==> config.mk <==
export PLATFORM = sky130hd
export DESIGN_NAME = fetch_stall_stage
export DESIGN_NICKNAME = d
export VERILOG_FILES = /design/src/rtl/fetch_stall_stage.sv
export SDC_FILE = /design/constraint.sdc
export NUM_CORES = 1
export LEC_CHECK = 0
export ABC_AREA = 1
export CAP_MARGIN = 20
export CORE_MARGIN = 2
export CORE_UTILIZATION = 35
export DETAILED_ROUTE_END_ITERATION = 16
export SYNTH_ARGS = -nofsm -noshare
export SYNTH_HDL_FRONTEND = slang
export SYNTH_SLANG_ARGS = --single-unit
==> constraint.sdc <==
create_clock -name clk -period 4.25 [get_ports clk]
set_clock_uncertainty 0.1 [all_clocks]
set_input_delay 0.6375 -clock clk [delete_from_list [all_inputs] [get_ports clk]]
set_output_delay 0.6375 -clock clk [all_outputs]
set_load 0.05 [all_outputs]
==> src/rtl/fetch_stall_stage.sv <==
// fetch_stall_stage: PC register plus IF/ID pipeline register for the fetch stage.
// The hazard unit's stall enables hold the PC and IF/ID independently. A branch
// redirect from a later stage overrides both stalls. Saturating stall/flush counters
// and a debug FSM report what the stage has been doing.
// Ports:
//   clk, reset                  rising-edge clock, async active-high reset
//   pcEnable, ifEnable          hazard-unit advance enables for PC and IF/ID
//   branchTaken, branchTarget   redirect request and its target address
//   imemAddr / imemData         instruction-memory address (= pc) and read data
//   ifidInstr, ifidPcPlus4,     registered instruction, its PC+PC_STEP, and valid flag
//   ifidValid
//   fetchState                  debug FSM state: 0 BOOT, 1 RUN, 2 STALL, 3 REDIRECT
//   stallCount, flushCount      saturating performance counters
module fetch_stall_stage #(
  parameter int unsigned ADDR_W   = 32,
  parameter int unsigned INSTR_W  = 32,
  parameter logic [ADDR_W-1:0] RESET_PC = '0,
  parameter int unsigned PC_STEP  = 4
) (
  input  logic               clk,
  input  logic               reset,
  input  logic               pcEnable,
  input  logic               ifEnable,
  input  logic               branchTaken,
  input  logic [ADDR_W-1:0]  branchTarget,
  output logic [ADDR_W-1:0]  imemAddr,
  input  logic [INSTR_W-1:0] imemData,
  output logic [INSTR_W-1:0] ifidInstr,
  output logic [ADDR_W-1:0]  ifidPcPlus4,
  output logic               ifidValid,
  output logic [1:0]         fetchState,
  output logic [15:0]        stallCount,
  output logic [15:0]        flushCount
);

  localparam int unsigned CNT_W = 16;

  localparam logic [1:0] BOOT     = 2'd0;
  localparam logic [1:0] RUN      = 2'd1;
  localparam logic [1:0] STALL    = 2'd2;
  localparam logic [1:0] REDIRECT = 2'd3;

  logic [ADDR_W-1:0] pc;
  logic [ADDR_W-1:0] pcNext;
  logic [1:0]        nextState;
  logic              stallEdge;

  // Sequential PC; modular add gives the wrap from the top of the address space.
  assign pcNext    = pc + ADDR_W'(PC_STEP);
  assign imemAddr  = pc;
  assign stallEdge = !branchTaken && !pcEnable;

  // Debug FSM next-state; a redirect wins from any state.
  always_comb begin
    nextState = fetchState;
    if (branchTaken) begin
      nextState = REDIRECT;
    end else begin
      case (fetchState)
        BOOT:     if (pcEnable) nextState = RUN;
        RUN:      if (!pcEnable) nextState = STALL;
        STALL:    if (pcEnable) nextState = RUN;
        REDIRECT: nextState = pcEnable ? RUN : STALL;
        default:  nextState = BOOT;
      endcase
    end
  end

  // FSM state register.
  always_ff @(posedge clk or posedge reset) begin
    if (reset) begin
      fetchState <= BOOT;
    end else begin
      fetchState <= nextState;
    end
  end

  // PC register: redirect, else advance when enabled.
  always_ff @(posedge clk or posedge reset) begin
    if (reset) begin
      pc <= RESET_PC;
    end else if (branchTaken) begin
      pc <= branchTarget;
    end else if (pcEnable) begin
      pc <= pcNext;
    end
  end

  // IF/ID register: redirect inserts a bubble, else load when enabled.
  always_ff @(posedge clk or posedge reset) begin
    if (reset) begin
      ifidInstr   <= '0;
      ifidPcPlus4 <= '0;
      ifidValid   <= 1'b0;
    end else if (branchTaken) begin
      ifidInstr   <= '0;
      ifidPcPlus4 <= '0;
      ifidValid   <= 1'b0;
    end else if (ifEnable) begin
      ifidInstr   <= imemData;
      ifidPcPlus4 <= pcNext;
      ifidValid   <= 1'b1;
    end
  end

  // Saturating counters: hold at all-ones instead of wrapping.
  always_ff @(posedge clk or posedge reset) begin
    if (reset) begin
      stallCount <= '0;
      flushCount <= '0;
    end else begin
      if (stallEdge && (stallCount != {CNT_W{1'b1}})) begin
        stallCount <= stallCount + CNT_W'(1);
      end
      if (branchTaken && (flushCount != {CNT_W{1'b1}})) begin
        flushCount <= flushCount + CNT_W'(1);
      end
    end
  end

endmodule
==> metrics, run 1 <==
Crit Path Class=reg -> out; die area=20250 um^2; row cnt=50; Yosys warnings=0; Setup TNS=0 ps; Routed WL=19.90 mm; DR pass1 iterations=5; via count=6253; status=complete, no violations; pre-CTS WS=between 1500 and 2000 ps; placed cell count=1238; FILL cells=1847; slowest CP cell=clkdlybuf4s50_1; worst hold path class=reg -> reg; Die W=142.3 um; area leader, netlist=dfrtp_1; initial core utilization=a little over a third; vias in the first global route=6040; most common cell in the synthesized netlist=nand2_1; CTS Sinks=131; Crit Path Max Fanout=5; CTS H-tree lvls=4; register bit count reported by yosys=131; residual DRC count=0; DR iter-0 viols=296; GRT overflow=0; CP Capture Type=primary output; sequential share of the synthesized area=48.96%; R2R cell count=8; gr usage total=20.30%; GPL Wtd Cong=0.8356; via/cell ratio=4.920; Max-Cap Viols=0; Inserted Clock Buffers=17; asr flop ratio synth=100.0%; Mapped Nets=907; PortBufs=between 150 and 200; Pleak=about 4.3 nW; Post-synth EDFFs=0; antenna viol nets, final=0; Slew headroom=39.70%; CTS tree=built; Slew Limit Fails=0; Synth top cells by count=nand2_1, dfrtp_1, nand3_1, nor2_1, inv_1; # setup viols final=0; Critical Path, Cell by Cell=clkdlybuf4s50_1; CP required=3510 ps; Critical Path Max Stage Delay=880 ps; Longest Clk Path Bufs=2; Tcrit/Tclk final=between 50% and 60%; post-synth cell types=33; top cells by area, synth=dfrtp_1, nand2_1, nand3_1; Setup Buffers After CTS=0; Cell Count, Final, Fillers Out=1271; IO Pins=200; Synth Flop Type=dfrtp_1; Crit path max-delay family=buffers and inverters; fmax=395.5 MHz; CTS clk-pin slew, worst paths=60 ps; layout cells sized above 1=8.012%; CTS Root Cell=clkbuf_16; critical path startpoint category=flip-flop; initial antenna violation count=1; Post-Syn Area=approximately 6700 um^2; first-pass GRT wire length=32.34 mm; Buf/Inv on CP=1; fin nets=roughly 1100; synthesized area per cell=8.018 um^2; Die Y=between 100 and 150 um; hold_buf cts=0; VDD IR-drop max=0.0002778 V; post-layout worst setup margin=between 1500 and 2000 ps; min Tclk post-route=2528 ps; Post-DP HPWL=13.88 mm; Final Hold Vio Count=0; arrival time worst endpoint=about 1800 ps; Slew @ Worst Pin=903.2 ps; Hold Path Stages=2; hold_ws=369.9 ps; Levels on crit path=1; PD cells=roughly 460 nW/um^2; area grow syn2layout=42.70%; post_cts resized=0; largest net degree at the start of global routing=82; worst skew pair latency=410 ps; RSZ-0062 raised after global routing=false; CORE AREA=18770 um^2; cells after synthesis=~840; Yosys top cell area share=approximately half; wire per inst=between 15 and 20 um
routing by layer:
metal / global-route usage (%) / up-vias / wire, um / share of wire [%]
met5: 0 / - / 0 / 0
met4: 4.742 / 0 / 257 / 1.3
met3: 5.417 / 20 / 1203 / 6.0
met2: 31.38 / 181 / 9197 / 46
met1: 28.59 / 2949 / 9239 / 46
li1: - / 3103 / - / -
state kept, by name (all words and copies together) (netlist names):
register / flops
imemAddr: 32
ifidInstr: 32
stallCount: 16
fetchState: 2
ifidValid: 1
flushCount: 16
ifidPcPlus4: 32
power breakdown:
part	leakage, nW	switching, W	internal, W
Sequential	1.70	0.000158	0.00137
Clock	0.322	0.000589	0.00111
Combinational	2.24	0.000762	0.000390
path summary, 6_finish.rpt:
kind	from	endpoint	slack (ps)
min in group asynchronous	reset	ifidInstr[21]	630
worst min register to register	ifidInstr[6]	ifidInstr[6]	370
worst max register to register	flushCount[0]	flushCount[11]	2380
worst min-delay path	ifidInstr[6]	ifidInstr[6]	370
max in group asynchronous	reset	ifidInstr[28]	2670
worst max-delay path	imemAddr[13]	imemAddr[13]	1720
stage by stage:
step,total power [W],cell area [um^2],utilization [%]
finish,0.004380,9554,50.91
global route,0.004581,9552,50.89
CTS,0.004436,9552,50.89
detailed placement,0.002713,8872,47.27
global placement,0.002705,8872,47.27
floorplan,0.002274,6695,-
cells in the final DEF, fill, tap and decap left out:
cell	Yosys	final
o21bai_1	4	4
xor2_2	1	1
nor2_2	4	4
clkinv_4	0	3
nand3_1	71	71
nor2_4	9	10
inv_4	2	2
o21ai_1	1	1
nor3_1	9	9
a21oi_1	5	5
inv_6	0	2
bufinv_16	0	6
and2_1	2	2
xnor2_1	14	14
clkinv_2	0	1
o21ai_2	6	6
nand3b_2	2	2
nand2_4	2	2
inv_1	52	50
buf_4	3	4
dfrtp_1	131	131
xor2_1	8	8
inv_2	1	2
diode_2	0	1
clkdlybuf4s50_1	0	197
o21ai_0	39	39
nor3_4	2	2
inv_8	0	1
clkbuf_16	0	17
nand3_2	4	4
ha_1	3	3
nand4_1	34	34
nor3_2	1	1
buf_12	0	2
clkinvlp_4	0	3
a22oi_1	28	28
nand2_1	303	303
buf_2	9	2
nand2_2	6	6
nor2_1	55	54
final cells by class:
class	instances	area [um^2]	share of cell area, %
multi-input combinational	613	3033	31.74
sequential	131	3278	34.31
clock inverter	15	254.0	2.658
clock buffer	17	425.4	4.453
antenna	1	2.502	0.02619
inverter	55	216.5	2.266
tap	234	292.8	3.064
timing repair buffer	205	2052	21.48
cell families after synthesis:
kind of cell	share of synthesized area, %
AOI/OAI and AO/OA	7.737
xor gates and xnor gates	3.121
adders and majority gates	0.5607
buffers and inverters	5.849
DFF	48.96
and+or+nand+nor	33.77
(Power assumes the default switching activity.)
==> run 2, diff against run 1 <==
Clock period 4.25 ns to 2.3 ns, I/O delays scaled along.
==> metrics, run 2 (same netlist as run 1, synthesis figures left out) <==
status=complete, no violations; CTS tree=built; overall power=0.007925 W; Longest Clk Path Bufs=2; layout cells sized above 1=8.533%; Die W=around 140 um; area grow syn2layout=43.02%; antenna viol nets, final=0; CP Capture Type=primary output; Critical Path Max Stage Delay=880 ps; residual DRC count=0; slowest CP cell=clkdlybuf4s50_1; CTS Root Cell=clkbuf_16; DR iter-0 viols=approximately 290; initial antenna violation count=0; R2R cell count=8; Slew @ Worst Pin=569.9 ps; RSZ-0062 raised after global routing=false; worst skew pair latency=420 ps; Max-Cap Viols=0; Crit Path Max Fanout=5; Buf/Inv on CP=1; gr usage total=20.63%; via/cell ratio=4.957; CP required=1860 ps; fmax=447.4 MHz; PortBufs=slightly below 200; Setup TNS=0 ps; first-pass GRT wire length=32.93 mm; worst setup path start=imemAddr[13]; Critical Path, Cell by Cell=clkdlybuf4s50_1; critical path startpoint category=flip-flop; Tcrit/Tclk final=slightly below 100%; IO Pins=200; # setup viols final=0; Routed WL=20.39 mm; Pleak=4.289 nW; CORE AREA=about 19000 um^2; wire per inst=15.95 um; hold_ws=145.9 ps; die area=20250 um^2; Slew Limit Fails=0; Final Hold Vio Count=0; Levels on crit path=1; fin nets=between 1000 and 1500; Critical Path End=imemAddr[13]; GPL Wtd Cong=0.8476; post_cts resized=0; arrival time worst endpoint=1790 ps; Crit Path Class=reg -> out; row cnt=50; commonest cells after routing, fill and taps aside=nand2_1, clkdlybuf4s50_1, dfrtp_1; reg2reg end=ifidPcPlus4[16]; DR pass1 iterations=4; Slew headroom=61.89%; largest net degree at the start of global routing=53; hold_buf cts=0; vias in the first global route=6224; worst hold path class=in -> async; R2R Path Start=imemAddr[3]; most common cell after layout, fill and taps aside=nand2_1; R2R setup slack=~480 ps; CTS clk-pin slew, worst paths=approximately 60 ps; FILL cells=1817; min Tclk post-route=2235 ps; Setup Buffers After CTS=0; initial core utilization=35.67%; via count=6335; VDD IR-drop max=around 0.0005 V; Die Y=142.3 um; CTS Sinks=131; GRT overflow=0; CTS H-tree lvls=4; PD cells=827.6 nW/um^2; Post-DP HPWL=14.50 mm; Inserted Clock Buffers=17; Crit path max-delay family=buffers and inverters
run 2: metal layers:
layer  global-route usage, %  wire length, um  share of wire, %
met2                   32.62             9399                46
met1                   28.54             9515                47
met4                   5.055              195              0.96
met5                       0                0                 0
met3                   5.148             1275               6.3
run 2: how the worst min path moves through the flow:
stage	from	end	slack [ps]	cells past startpoint
4_1_cts	reset	ifidPcPlus4[3]	130	2
3_5_place_dp	ifidInstr[27]	ifidInstr[27]	360	2
2_1_floorplan	branchTarget[0]	imemAddr[0]	360	2
6_report	reset	ifidPcPlus4[4]	150	2
5_1_grt	reset	ifidPcPlus4[3]	150	2
3_3_place_gp	ifidInstr[31]	ifidInstr[31]	350	2
run 2: through the flow:
step | setup slack (ps) | cell area [um^2] | cells | util [%]
floorplan | 231.8 | 6699 | 835 | -
global placement | 456.0 | 8936 | 1245 | 47.61
detailed placement | 439.0 | 8936 | 1245 | 47.61
CTS | 50.83 | 9573 | 1277 | 51.01
global route | 6.145 | 9573 | 1277 | 51.01
finish | 64.77 | 9575 | 1278 | 51.02
run 2: power breakdown:
group	total, W	internal [W]	switching [W]
logic	0.00215	0.000731	0.00142
registers	0.00283	0.00254	0.000290
clock network	0.00294	0.00188	0.00107
total	0.00792	0.00515	0.00278
run 2: cell type report:
class,instances,area [um^2],share of cell area [%]
clock buffers,20,456.7,4.769
well taps,234,292.8,3.058
flip-flops and latches,131,3278,34.23
diodes,1,2.502,0.02613
inverters,55,215.2,2.247
clock inverters,12,180.2,1.882
multi-input cells,613,3033,31.67
repair buffers,212,2117,22.11
